### src/rtl/and_operand_gen.sv
// Synthesizable operand sweeper for basic_and. It walks every {a,b} pair and holds each one for dwell+1 cycles.
// Define AND_GEN_LFSR_EN to enable the LFSR sweep selected by mode=1. In the default build, mode is ignored.
module and_operand_gen #(
  parameter int WIDTH   = 4,
  parameter int DWELL_W = 16
) (
  input  logic               clk,
  input  logic               rst,
  input  logic               start,
  input  logic               pause,
  input  logic               mode,
  input  logic [DWELL_W-1:0] dwell,
  output logic [WIDTH-1:0]   a,
  output logic [WIDTH-1:0]   b,
  output logic               valid,
  output logic               busy,
  output logic               done,
  output logic [2*WIDTH:0]   pair_count
);

  localparam int PW = 2 * WIDTH;
  localparam int CW = PW + 1;
  localparam logic [CW-1:0] COUNT_FULL = CW'(1) << PW;

  typedef enum logic [1:0] {
    IDLE = 2'd0,
    RUN  = 2'd1,
    DONE = 2'd2
  } state_t;

  state_t             state;
  logic [PW-1:0]      pair;
  logic [DWELL_W-1:0] timer;
  logic [DWELL_W-1:0] dwell_q;
  logic               lfsr_q;
  logic [PW-1:0]      first_pair;
  logic [PW-1:0]      next_pair;
  logic [CW-1:0]      last_count;

`ifdef AND_GEN_LFSR_EN
  // Right-shifting Galois masks for x^8+x^6+x^5+x^4+1 and x^16+x^14+x^13+x^11+1.
  localparam logic [PW-1:0] TAPS = (PW == 8) ? PW'(8'hB8) : PW'(16'hB400);

  always_comb begin
    first_pair = mode ? PW'(1) : '0;
    next_pair  = lfsr_q ? ((pair >> 1) ^ (pair[0] ? TAPS : '0)) : pair + 1'b1;
    last_count = lfsr_q ? COUNT_FULL - 1'b1 : COUNT_FULL;
  end
`else
  logic unused_mode;
  assign unused_mode = mode;

  always_comb begin
    first_pair = '0;
    next_pair  = pair + 1'b1;
    last_count = COUNT_FULL;
  end
`endif

  assign a = pair[PW-1:WIDTH];
  assign b = pair[WIDTH-1:0];

  // NOTE: State registers use non-blocking assignment, so every branch reads the values from before the edge.
  always_ff @(posedge clk) begin
    if (rst) begin
      state      <= IDLE;
      pair       <= '0;
      timer      <= '0;
      dwell_q    <= '0;
      lfsr_q     <= 1'b0;
      pair_count <= '0;
      valid      <= 1'b0;
      busy       <= 1'b0;
      done       <= 1'b0;
    end else begin
      case (state)
        IDLE, DONE: begin
          if (start) begin
            state      <= RUN;
            pair       <= first_pair;
            timer      <= '0;
            dwell_q    <= dwell;
`ifdef AND_GEN_LFSR_EN
            lfsr_q     <= mode;
`else
            lfsr_q     <= 1'b0;
`endif
            pair_count <= CW'(1);
            valid      <= 1'b1;
            busy       <= 1'b1;
            done       <= 1'b0;
          end
        end
        RUN: begin
          // Pause takes priority over the terminal count, so a pair never advances while paused.
          if (pause) begin
            valid <= 1'b0;
          end else begin
            valid <= 1'b1;
            if (timer == dwell_q) begin
              if (pair_count == last_count) begin
                state <= DONE;
                valid <= 1'b0;
                busy  <= 1'b0;
                done  <= 1'b1;
              end else begin
                pair       <= next_pair;
                timer      <= '0;
                pair_count <= pair_count + 1'b1;
              end
            end else begin
              timer <= timer + 1'b1;
            end
          end
        end
        default: state <= IDLE;
      endcase
    end
  end

endmodule

### config.mk
export PLATFORM = sky130hd
export DESIGN_NAME = and_operand_gen
export DESIGN_NICKNAME = d
export VERILOG_FILES = /design/src/rtl/and_operand_gen.sv
export SDC_FILE = /design/constraint.sdc
export NUM_CORES = 1
export LEC_CHECK = 0
export BUFFER_PORTS_ARGS = -buffer_cell sky130_fd_sc_hd__buf_2
export CAP_MARGIN = 30
export CORE_MARGIN = 4
export CORE_UTILIZATION = 30
export CTS_CLUSTER_DIAMETER = 60
export DETAILED_ROUTE_END_ITERATION = 10
export PLACE_DENSITY = 0.48
export SKIP_CTS_REPAIR_TIMING = 1
export SLEW_MARGIN = 20
export SYNTH_ARGS = -nofsm -noshare
export SYNTH_HDL_FRONTEND = slang
export SYNTH_SLANG_ARGS = --single-unit
### constraint.sdc
create_clock -name clk -period 2.7 [get_ports clk]
set_clock_uncertainty 0.2 [all_clocks]
set_input_delay 0.135 -clock clk [delete_from_list [all_inputs] [get_ports clk]]
set_output_delay 0.135 -clock clk [all_outputs]
set_load 0.02 [all_outputs]
==> impl_metrics.py <==
metrics = {
    "status": {
        "status": "finished, final reports clean",
    },
    "timing": {
        "setup_tns_ps": 0,
        "worstMarginPinSlew_ps": 692,
        "max-slew-margin-rel": 0.537,
        "worst_slack_ps": 330,
        "post-route-min-period_ps": 2370,
        "drv_slew": 0,
        "fmax_mhz": 422,
        "grt_setup_unrepaired": "no",
        "fin_crit_sh": 0.878,
        "setup_violations": 0,
        "hold_viol_final": 0,
    },
    "layout": {
        "layout.nets": 417,
        "postLayoutCellArea_sq_um": 3320,
        "area_delta_synth_final_pct": 22.3,
        "antenna_cells": 0,
        "final_cell_mix": "55 x nand2_1, 54 x dfxtp_1, 39 x buf_2",
        "final_common_cell": "nand2_1",
        "drive_above_1_share": 0.193,
        "fillCellCount": 912,
    },
    "synthesis": {
        "synth_area_leaders": "dfxtp_1 40%, nand2_1 7.6%, a21oi_1 6.1%",
        "synthesis.instances": 335,
        "synth_top_cell_by_area": "dfxtp_1",
        "ys_ff_latch": 54,
        "syn_area_sq_um": 2720,
        "yosys_warnings": 0,
        "seq_area_frac_synth": 0.398,
        "synth_area_per_cell_sq_um": 8.11,
        "synth_edf_count": 0,
        "synth_flop_cell": "dfxtp_1",
        "yosys.area.top_type_share": 0.398,
        "async_reset_ff_frac": 0,
        "syn_nets": 360,
        "yosysUniqueCellTypes": 52,
    },
    "pwr": {
        "irDropWorstVdd_mv": 0.185,
        "power_leakage_uw": 0.00135,
        "power_density_nw_per_um2": 472,
    },
    "critical_path": {
        "path_delay_family": "compound AO/OA/AOI/OAI gates",
        "startpoint_type": "register",
        "critPathSlowestCell": "nor3b_1",
        "end_kind": "register",
        "slowest_delay_ps": 580,
        "cp_max_fo": 7,
        "crit_buf_inv": 0,
        "path_cells": "nor3b_1 -> nor2_1 -> a31oi_1 -> o311a_1 -> nor3_1",
        "critical_path_class": "reg -> reg",
        "cp.arrival_ps": 2370,
        "cp.required_ps": 2700,
    },
    "drt": {
        "drt_iter0_markers": 124,
        "dr_total_vias": 2603,
        "drtAntennaViolNets": 0,
        "wl_per_cell_microns": 14.7,
        "drtPass1Iterations": 4,
        "wl_microns": 7380,
        "via_per_inst": 5.20,
        "drc": 0,
    },
    "clock_network": {
        "clk_latency_ps": 310,
        "clk_pin_slew_ps": 100,
        "clk_root_buffer_cell": "clkbuf_8",
        "cts_sinks": 54,
        "cts_tree": "done",
        "numCtsBuffers": 5,
        "clock_path_buffers": 2,
        "cts_max_level": 2,
    },
    "placement": {
        "place.gp.congestion": 0.800,
        "dp_slack_ps": 218,
        "hpwl_microns": 5110,
        "io_buffers": 39,
        "placed_area_sq_um": 3070,
    },
    "global_routing": {
        "grt_pass1_wl_microns": 12200,
        "grt_use_total": 0.144,
        "grt_remaining_overflow": 0,
        "met1_usage": 0.203,
        "top_usage_layer": "met2",
        "grt_max_degree": 33,
        "use_met3": 0.0210,
        "grt_pass1_vias": 2465,
        "antenna_found_initial": 0,
        "use_met2": 0.229,
    },
    "floorplan": {
        "fp.dieW_microns": 103,
        "rows": 34,
        "ios": 41,
        "dieArea_sq_um": 10600,
        "die_y_microns": 103,
        "start_util": 0.310,
        "fp.coreArea_sq_um": 8760,
    },
    "worst_hold_path": {
        "hold_path.class": "in -> reg",
    },
    "run": {
        "cap_violations": 0,
    },
}
==> power breakdown <==
group	internal [uW]	switching, uW	leakage, uW
Combinational	95.6	149	0.000861
Clock	207	281	0.0000472
Sequential	819	17.5	0.000439
Total	1120	447	0.00135
==> through the flow <==
stage,hold slack (ps),total power (uW),utilization,std cells
final,8.39,1570,0.379,501
after global routing,32.6,1640,0.379,501
after CTS,-162,1580,0.361,485
after detailed placement,183,1080,0.350,477
after global placement,178,1080,0.350,477
after floorplan,71.0,1000,-,335
==> synth_stat cells, types with 4 or more instances <==
master / count
nor3_1: 4
nor4_1: 4
o21ai_0: 19
dfxtp_1: 54
ha_1: 4
or3_1: 8
nand2_1: 55
xor2_1: 16
nand4_1: 5
a311oi_1: 5
and3_1: 9
buf_2: 6
inv_1: 6
clkbuf_1: 12
nand3_1: 5
nor2_1: 26
o311ai_1: 7
a21oi_1: 33
o21ai_1: 10
==> per-layer routing <==
| layer | share of wire | up-vias | routed length, microns |
|---|---|---|---|
| met2 | 0.46 | 39 | 3370 |
| met1 | 0.50 | 1242 | 3710 |
| met4 | 0.010 | 0 | 77 |
| li1 | - | 1316 | - |
| met3 | 0.031 | 6 | 232 |
| met5 | 0 | - | 0 |
==> registers in the layout, indices dropped and copies added, names as in the netlist <==
name,flops
pair_count,9
state,2
busy,1
timer,16
dwell_q,16
pair,8
done,1
valid,1
==> final timing paths <==
kind / startpoint / endpoint / slack, ps / cells past startpoint
worst max-delay path: state[0] / timer[10] / 330 / 5
worst min-delay path: start / state[1] / 8 / 4
worst max register to register: state[0] / timer[10] / 330 / 5
worst min register to register: valid / valid / 260 / 2
==> logic make-up (layout without fill, tap and decap cells) <==
| group | count (synthesis) | in the layout | share of synthesized area |
|---|---|---|---|
| compound gates | 95 | 95 | 0.222 |
| simple gates | 136 | 136 | 0.251 |
| buf+inv | 25 | 83 | 0.0401 |
| fa+ha+maj | 4 | 4 | 0.0184 |
| flops | 54 | 54 | 0.398 |
| mux | 2 | 2 | 0.00829 |
| xor+xnor | 19 | 19 | 0.0613 |
==> worst min-delay path: cells and delay by family <==
family | cells | cell delay, ps
AOI/OAI and AO/OA | 1 | 140
and+or+nand+nor | 2 | 100
buffers and inverters | 1 | 100
==> layout make-up <==
cell class                      count  area (sq um)  share of cell area
Tap cell                          108           135              0.0407
Clock buffer                        6          82.6              0.0249
Timing Repair Buffer               69           460               0.139
Sequential cell                    54          1080               0.325
Clock inverter                      2          12.5             0.00377
Multi-Input combinational cell    256          1530               0.460
Inverter                            6          22.5             0.00678
(Power assumes the default switching activity.)
